--- src/rtl/muldiv_unit.sv ---
// muldiv_unit: iterative RV32M multiply/divide unit.
// Multiplies use radix-2 shift-add over 32 cycles; divides use restoring
// division over 32 cycles. Divide-by-zero and signed overflow resolve at
// acceptance and retire one cycle later.
// Optional build macro: MULDIV_FAST_MUL_EN -- multiplies use a single-cycle
// combinational product instead of the iterative datapath.
module muldiv_unit #(
  parameter int WIDTH = 32
) (
  input  logic             clk,
  input  logic             reset,
  input  logic             start,
  input  logic [2:0]       funct3,
  input  logic [WIDTH-1:0] rs1_data,
  input  logic [WIDTH-1:0] rs2_data,
  output logic             busy,
  output logic             done,
  output logic [WIDTH-1:0] result
);

  typedef enum logic [1:0] {
    S_IDLE = 2'd0,
    S_CALC = 2'd1,
    S_FIN  = 2'd2
  } state_t;

  localparam logic [2:0] F_MUL    = 3'b000;
  localparam logic [2:0] F_MULH   = 3'b001;
  localparam logic [2:0] F_MULHSU = 3'b010;
  localparam logic [2:0] F_MULHU  = 3'b011;
  localparam logic [2:0] F_DIV    = 3'b100;
  localparam logic [2:0] F_DIVU   = 3'b101;
  localparam logic [2:0] F_REM    = 3'b110;
  localparam logic [2:0] F_REMU   = 3'b111;

  localparam logic [5:0]       LAST_CNT = 6'(WIDTH - 1);
  localparam logic [WIDTH-1:0] ZERO_W   = {WIDTH{1'b0}};
  localparam logic [WIDTH-1:0] ONES_W   = {WIDTH{1'b1}};
  localparam logic [WIDTH-1:0] MIN_W    = {1'b1, {(WIDTH-1){1'b0}}};

  // Registered state
  state_t             state_q,  state_d;
  logic [2:0]         funct3_q, funct3_d;
  logic [WIDTH-1:0]   opa_q,    opa_d;     // multiplicand / dividend magnitude
  logic [WIDTH-1:0]   opb_q,    opb_d;     // multiplier / divisor magnitude
  logic               neg_q,    neg_d;     // negate final result
  logic [5:0]         cnt_q,    cnt_d;
  logic [2*WIDTH-1:0] acc_q,    acc_d;     // {partial product high, multiplier}
  logic [WIDTH-1:0]   rem_q,    rem_d;     // partial remainder (always < divisor)
  logic [WIDTH-1:0]   quo_q,    quo_d;     // dividend bits out, quotient bits in
  logic [WIDTH-1:0]   result_q, result_d;
  logic               busy_q,   busy_d;
  logic               done_q,   done_d;

  // Acceptance-time decode
  logic               rs1_signed_s;
  logic               rs2_signed_s;
  logic [WIDTH-1:0]   mag1_s;
  logic [WIDTH-1:0]   mag2_s;
  logic               neg_s;
  logic               div_zero_s;
  logic               div_ovf_s;
  logic [WIDTH-1:0]   special_s;

  // One iteration of each datapath
  logic [WIDTH:0]     mul_sum_s;
  logic [2*WIDTH-1:0] mul_next_s;
  logic [WIDTH:0]     div_shift_s;   // 33-bit partial remainder before trial subtract
  logic [WIDTH:0]     div_trial_s;
  logic [WIDTH-1:0]   rem_next_s;
  logic [WIDTH-1:0]   quo_next_s;

  // Sign fix-up and result selection shared by every path into FIN.
  function automatic logic [WIDTH-1:0] finalize(
    input logic [2:0]         f3,
    input logic               neg,
    input logic [2*WIDTH-1:0] prod,
    input logic [WIDTH-1:0]   quo,
    input logic [WIDTH-1:0]   rem
  );
    logic [2*WIDTH-1:0] prod_f;
    logic [WIDTH-1:0]   quo_f;
    logic [WIDTH-1:0]   rem_f;
    prod_f = neg ? (~prod + {{(2*WIDTH-1){1'b0}}, 1'b1}) : prod;
    quo_f  = neg ? (~quo + {{(WIDTH-1){1'b0}}, 1'b1}) : quo;
    rem_f  = neg ? (~rem + {{(WIDTH-1){1'b0}}, 1'b1}) : rem;
    case (f3)
      F_MUL:                     finalize = prod_f[WIDTH-1:0];
      F_MULH, F_MULHSU, F_MULHU: finalize = prod_f[2*WIDTH-1:WIDTH];
      F_DIV, F_DIVU:             finalize = quo_f;
      default:                   finalize = rem_f;
    endcase
  endfunction

  // Operand signedness, magnitudes, result sign and special-case detection
  always_comb begin
    rs1_signed_s = (funct3 == F_MULH) || (funct3 == F_MULHSU) ||
                   (funct3 == F_DIV)  || (funct3 == F_REM);
    rs2_signed_s = (funct3 == F_MULH) || (funct3 == F_DIV) || (funct3 == F_REM);
    if (rs1_signed_s && rs1_data[WIDTH-1]) begin
      mag1_s = ~rs1_data + {{(WIDTH-1){1'b0}}, 1'b1};
    end else begin
      mag1_s = rs1_data;
    end
    if (rs2_signed_s && rs2_data[WIDTH-1]) begin
      mag2_s = ~rs2_data + {{(WIDTH-1){1'b0}}, 1'b1};
    end else begin
      mag2_s = rs2_data;
    end
    case (funct3)
      F_MULH, F_DIV: neg_s = rs1_data[WIDTH-1] ^ rs2_data[WIDTH-1];
      F_MULHSU:      neg_s = rs1_data[WIDTH-1];
      F_REM:         neg_s = rs1_data[WIDTH-1];   // remainder follows dividend
      default:       neg_s = 1'b0;
    endcase
    div_zero_s = funct3[2] && (rs2_data == ZERO_W);
    div_ovf_s  = ((funct3 == F_DIV) || (funct3 == F_REM)) &&
                 (rs1_data == MIN_W) && (rs2_data == ONES_W);
    if (div_zero_s) begin
      special_s = funct3[1] ? rs1_data : ONES_W;
    end else begin
      special_s = funct3[1] ? ZERO_W : MIN_W;
    end
  end

  // Single shift-add step and single restoring-division step
  always_comb begin
    mul_sum_s   = {1'b0, acc_q[2*WIDTH-1:WIDTH]} +
                  (acc_q[0] ? {1'b0, opa_q} : {1'b0, ZERO_W});
    mul_next_s  = {mul_sum_s, acc_q[WIDTH-1:1]};
    div_shift_s = {rem_q, quo_q[WIDTH-1]};
    div_trial_s = div_shift_s - {1'b0, opb_q};
    if (div_shift_s >= {1'b0, opb_q}) begin
      rem_next_s = div_trial_s[WIDTH-1:0];
      quo_next_s = {quo_q[WIDTH-2:0], 1'b1};
    end else begin
      rem_next_s = div_shift_s[WIDTH-1:0];
      quo_next_s = {quo_q[WIDTH-2:0], 1'b0};
    end
  end

  // FSM next-state, datapath register updates and registered outputs
  always_comb begin
    state_d  = state_q;
    funct3_d = funct3_q;
    opa_d    = opa_q;
    opb_d    = opb_q;
    neg_d    = neg_q;
    cnt_d    = cnt_q;
    acc_d    = acc_q;
    rem_d    = rem_q;
    quo_d    = quo_q;
    result_d = result_q;
    case (state_q)
      S_IDLE: begin
        if (start) begin
          funct3_d = funct3;
          opa_d    = mag1_s;
          opb_d    = mag2_s;
          neg_d    = neg_s;
          cnt_d    = 6'd0;
          acc_d    = {ZERO_W, mag2_s};
          rem_d    = ZERO_W;
          quo_d    = mag1_s;
          if (div_zero_s || div_ovf_s) begin
            result_d = special_s;
            state_d  = S_FIN;
          end
`ifdef MULDIV_FAST_MUL_EN
          else if (!funct3[2]) begin
            result_d = finalize(funct3, neg_s,
                                {ZERO_W, mag1_s} * {ZERO_W, mag2_s},
                                ZERO_W, ZERO_W);
            state_d  = S_FIN;
          end
`endif
          else begin
            state_d = S_CALC;
          end
        end else begin
          state_d = S_IDLE;
        end
      end
      S_CALC: begin
        if (funct3_q[2]) begin
          rem_d = rem_next_s;
          quo_d = quo_next_s;
        end else begin
          acc_d = mul_next_s;
        end
        if (cnt_q == LAST_CNT) begin
          // Final iteration: fold sign fix-up in so result is valid in FIN.
          result_d = finalize(funct3_q, neg_q, mul_next_s, quo_next_s, rem_next_s);
          state_d  = S_FIN;
        end else begin
          cnt_d = cnt_q + 6'd1;
        end
      end
      S_FIN: begin
        state_d = S_IDLE;
      end
      default: begin
        state_d = S_IDLE;
      end
    endcase
    busy_d = (state_d != S_IDLE);
    done_d = (state_d == S_FIN);
  end

  // State and datapath registers with synchronous reset
  always_ff @(posedge clk) begin
    if (reset) begin
      state_q  <= S_IDLE;
      funct3_q <= 3'd0;
      opa_q    <= ZERO_W;
      opb_q    <= ZERO_W;
      neg_q    <= 1'b0;
      cnt_q    <= 6'd0;
      acc_q    <= {2*WIDTH{1'b0}};
      rem_q    <= ZERO_W;
      quo_q    <= ZERO_W;
      result_q <= ZERO_W;
      busy_q   <= 1'b0;
      done_q   <= 1'b0;
    end else begin
      state_q  <= state_d;
      funct3_q <= funct3_d;
      opa_q    <= opa_d;
      opb_q    <= opb_d;
      neg_q    <= neg_d;
      cnt_q    <= cnt_d;
      acc_q    <= acc_d;
      rem_q    <= rem_d;
      quo_q    <= quo_d;
      result_q <= result_d;
      busy_q   <= busy_d;
      done_q   <= done_d;
    end
  end

  assign busy   = busy_q;
  assign done   = done_q;
  assign result = result_q;

endmodule

--- config.mk ---
export PLATFORM = sky130hd
export DESIGN_NAME = muldiv_unit
export DESIGN_NICKNAME = d
export VERILOG_FILES = /design/src/rtl/muldiv_unit.sv
export SDC_FILE = /design/constraint.sdc
export NUM_CORES = 1
export LEC_CHECK = 0
export BUFFER_PORTS_ARGS = -buffer_cell sky130_fd_sc_hd__buf_4
export CORE_ASPECT_RATIO = 1.75
export CORE_MARGIN = 2
export CORE_UTILIZATION = 55
export DETAILED_ROUTE_END_ITERATION = 12
export GPL_TIMING_DRIVEN = 0
export PLACE_DENSITY = 0.85
export SLEW_MARGIN = 15
export SYNTH_ARGS = -nofsm -noshare
export SYNTH_HDL_FRONTEND = slang
export SYNTH_SLANG_ARGS = --single-unit
--- constraint.sdc ---
create_clock -name clk -period 6.4 [get_ports clk]
set_input_delay 0.32 -clock clk [delete_from_list [all_inputs] [get_ports clk]]
set_output_delay 0.32 -clock clk [all_outputs]
set_load 0.02 [all_outputs]
==> reports/results.txt <==
Max-slew violations = 0
Die X = 145 µm
Final worst slack = -0.0161 ns
Fmax achieved = 156 MHz
Worst hold slack = 0.0318 ns
Arrival @ worst endpoint = 6.82 ns
Worst setup path class = reg -> reg
Vias in the first global route = 22,265
Post-synth EDFFs = 0
Gate Count Post-Synth = 2,606
Sink Count = 238
Min Tclk post-route = 6.42 ns
Crit path max fanout = 16
Share of cells above drive strength 1 = 7.67%
Layout Skew = 0.0228 ns
Core area = 34,500 µm²
Final ANT Viol Nets = 0
Fin. Hold Viols = 0
Ys Warns = 0
Die area = 36,400 µm²
Reg2reg start = opb_q[1]
Met1 Track Usage GR = 48.3%
Area contributors post-synth = dfxtp_1 25%, nor2_1 7.7%, a21oi_1 5.9%, a211oi_1 5.6%, xnor2_1 5.4%
Endpoints failing setup = 1
Register area share after synthesis = 24.9%
IO buf count = 100
Area of the multi-input gates = 13,500 µm²
Cell leakage power = 8.12 nW
Antenna violations before repair = 4
Unrepaired setup endpoints after global routing = yes
Yosys reg bits = 238
Final period util = 100%
WL/cell = 30.2 µm
Most Crowded Layer GR = met2
R2R Path End = result[30]
Row cnt = 90
Register area = 4760 µm²
Top-Level Pins = 104
Top-area cell type share of the netlist area = 24.9%
DRC = 0
GP Congestion = 1.12
Netlist Area Pre-Place = 19,200 µm²
Largest net degree at the start of global routing = 20
R2R Setup Slk = -0.02 ns
Post-Syn Area per Cell = 7.35 µm²
Post-DP HPWL = 76,300 µm
Number of distinct library cells after synthesis = 90
CTS clock-pin slew for the worst setup and hold paths = 0.07 ns
CP Data Required Time = 6.80 ns
Vias/cell = 7.16
Fillers = 3,179
Syn nets = 2,749
Hold depth = 3
CTS tree = done
Die height = 251 µm
Root buffer cell = clkbuf_16
Maximum vdd drop = 0.000241 V
Biggest area consumer among synthesized cells = dfxtp_1
Violated checks = setup timing
GRT Total Usage = 51.3%
Min-Delay Endpoint = funct3_q[2]
Max H-tree Level = 1
Critical path capture point type = flip-flop
Clock Latency Late Sink = 0.57 ns
Max Cap Violations = 0
P&R area growth vs syn = 11.6%
Max-slew headroom = 14.7%
Inserted Clock Buffers = 25
Via count = 23,015
Status = complete, but fails checks
CP Launch Type = flip-flop
DRT Pass-1 Iters = 6
Synth async-reset ratio = 0%
Tightest Hold Check Type = in -> reg
Max clock buf depth = 3
DR iter-0 viols = 2,700
Synth cell count leaders = 395 x nor2_1, 238 x dfxtp_1, 227 x a21oi_1, 169 x o21ai_0, 155 x clkbuf_1
HP Start = funct3[2]
Power Density = 214 nW/µm²
GR Util met3 = 13.2%
Worst Tran Pin Value = 1.27 ns
First-pass GRT wire length = 140,000 µm
Pre-CTS setup slack = -0.943 ns
Layout Nets = 2,877
# hold bufs at CTS = 0
Cell with the most instances after synthesis = nor2_1
Routed wire length = 97,100 µm
M2 GR Usage = 83.9%
Starting Density = 55.6%
Main flop type after synthesis = dfxtp_1
Worst r2r path cells = 21
GRT overflow = 0
==> worst max-delay path, stage by stage (launching register included) <==
cell	delay (ns)
dfxtp_1	0.56
inv_1	0.16
ha_1	0.32
nor2b_1	0.14
o2111ai_1	0.40
a21oi_2	0.23
o311ai_4	0.46
nand2_4	0.19
inv_4	0.21
clkbuf_4	0.29
ha_1	0.24
inv_1	0.06
or4_1	0.66
nand3b_1	0.29
or2_2	0.39
o41ai_1	0.32
xor2_1	0.20
o221ai_1	0.13
a21oi_1	0.24
o21ai_0	0.17
nor4_2	0.41
a211oi_1	0.16
==> per-layer routing <==
metal	vias to the layer above	part of all wire, %
met2	1672	45
met5	-	0.033
met4	4	15
met1	10713	31
li1	9882	-
met3	744	9.5
==> layout by cell type (no fill, tap or decap), types with 24 or more instances in the layout <==
cell,instances
o211ai_1,24
nor2_1,395
inv_1,68
and2_1,55
buf_4,109
or4_1,25
o21a_1,24
nand4_1,36
nand2_1,145
o31ai_1,39
clkbuf_1,157
xor2_1,84
nand3_1,33
a31oi_1,27
nor3_1,65
a21o_1,32
mux2i_1,27
clkbuf_16,25
a22oi_1,57
a21oi_1,225
a211oi_1,143
dfxtp_1,238
o21ai_0,167
xnor2_1,118
ha_1,71
==> worst max-delay path by stage <==
stage	start	endpoint	slack, ns
after floorplan	opb_q[6]	result[30]	1.16
after global placement	opb_q[1]	result[30]	-0.91
after detailed placement	opb_q[1]	result[30]	-0.94
after CTS	opb_q[1]	result[30]	-0.14
after global routing	opb_q[6]	result[30]	-0.09
final	opb_q[1]	result[30]	-0.02
==> power breakdown <==
| part | switching, W | internal [W] |
|---|---|---|
| clock | 0.000698 | 0.000812 |
| combinational | 0.000971 | 0.000428 |
| sequential | 0.000111 | 0.00156 |
| total | 0.00178 | 0.00280 |
==> cells by family (layout without fill, tap and decap cells) <==
| family | Yosys count | in the layout | share of synthesized area (%) |
|---|---|---|---|
| mux | 36 | 36 | 2.00 |
| flops | 238 | 238 | 24.9 |
| fa+ha+maj | 73 | 73 | 4.85 |
| compound gates | 911 | 911 | 31.5 |
| other cells | 0 | 3 | 0 |
| buf+inv | 249 | 395 | 5.05 |
| xor+xnor | 202 | 202 | 9.23 |
| simple gates | 897 | 897 | 22.5 |
==> registers in the layout, indices dropped and copies added, names as in the netlist <==
signal and count:
neg_q 1, funct3_q 3, state_q 2, quo_q 32, done 1, rem_q 32, cnt_q 6, opb_q 32
result 32, busy 1, acc_q 64, opa_q 32
==> per-stage QoR <==
step                      instances  util, %  TNS (ns)  cell area, µm²  power (W)
final                          3215     62.0   -0.0161           21400    0.00458
after global routing           3212     62.0   -0.0949           21400    0.00466
after CTS                      3209     61.8    -0.137           21300    0.00447
after detailed placement       3166     59.5     -2.43           20500    0.00300
after global placement         3166     59.5     -2.33           20500    0.00298
after floorplan                2606        -         0           19200    0.00248
==> cell type report <==
type | instances | area share [%]
Antenna cell | 3 | 0.0351
Inverter | 69 | 1.22
Multi-Input combinational cell | 2119 | 63.1
Clock inverter | 13 | 0.533
Sequential cell | 238 | 22.3
Buffer | 178 | 3.32
Clock buffer | 32 | 3.24
Tap cell | 460 | 2.69
Timing Repair Buffer | 103 | 3.62
==> what timing repair did <==
action / CTS / global route
hold endpoints to repair: 0 / 0
setup buffers: 0 / 3
setup endpoints to repair: 8 / 8
gates resized for setup: 3 / 15
pin swaps: 0 / 1
Note: power is estimated with default switching activity, not from simulation.
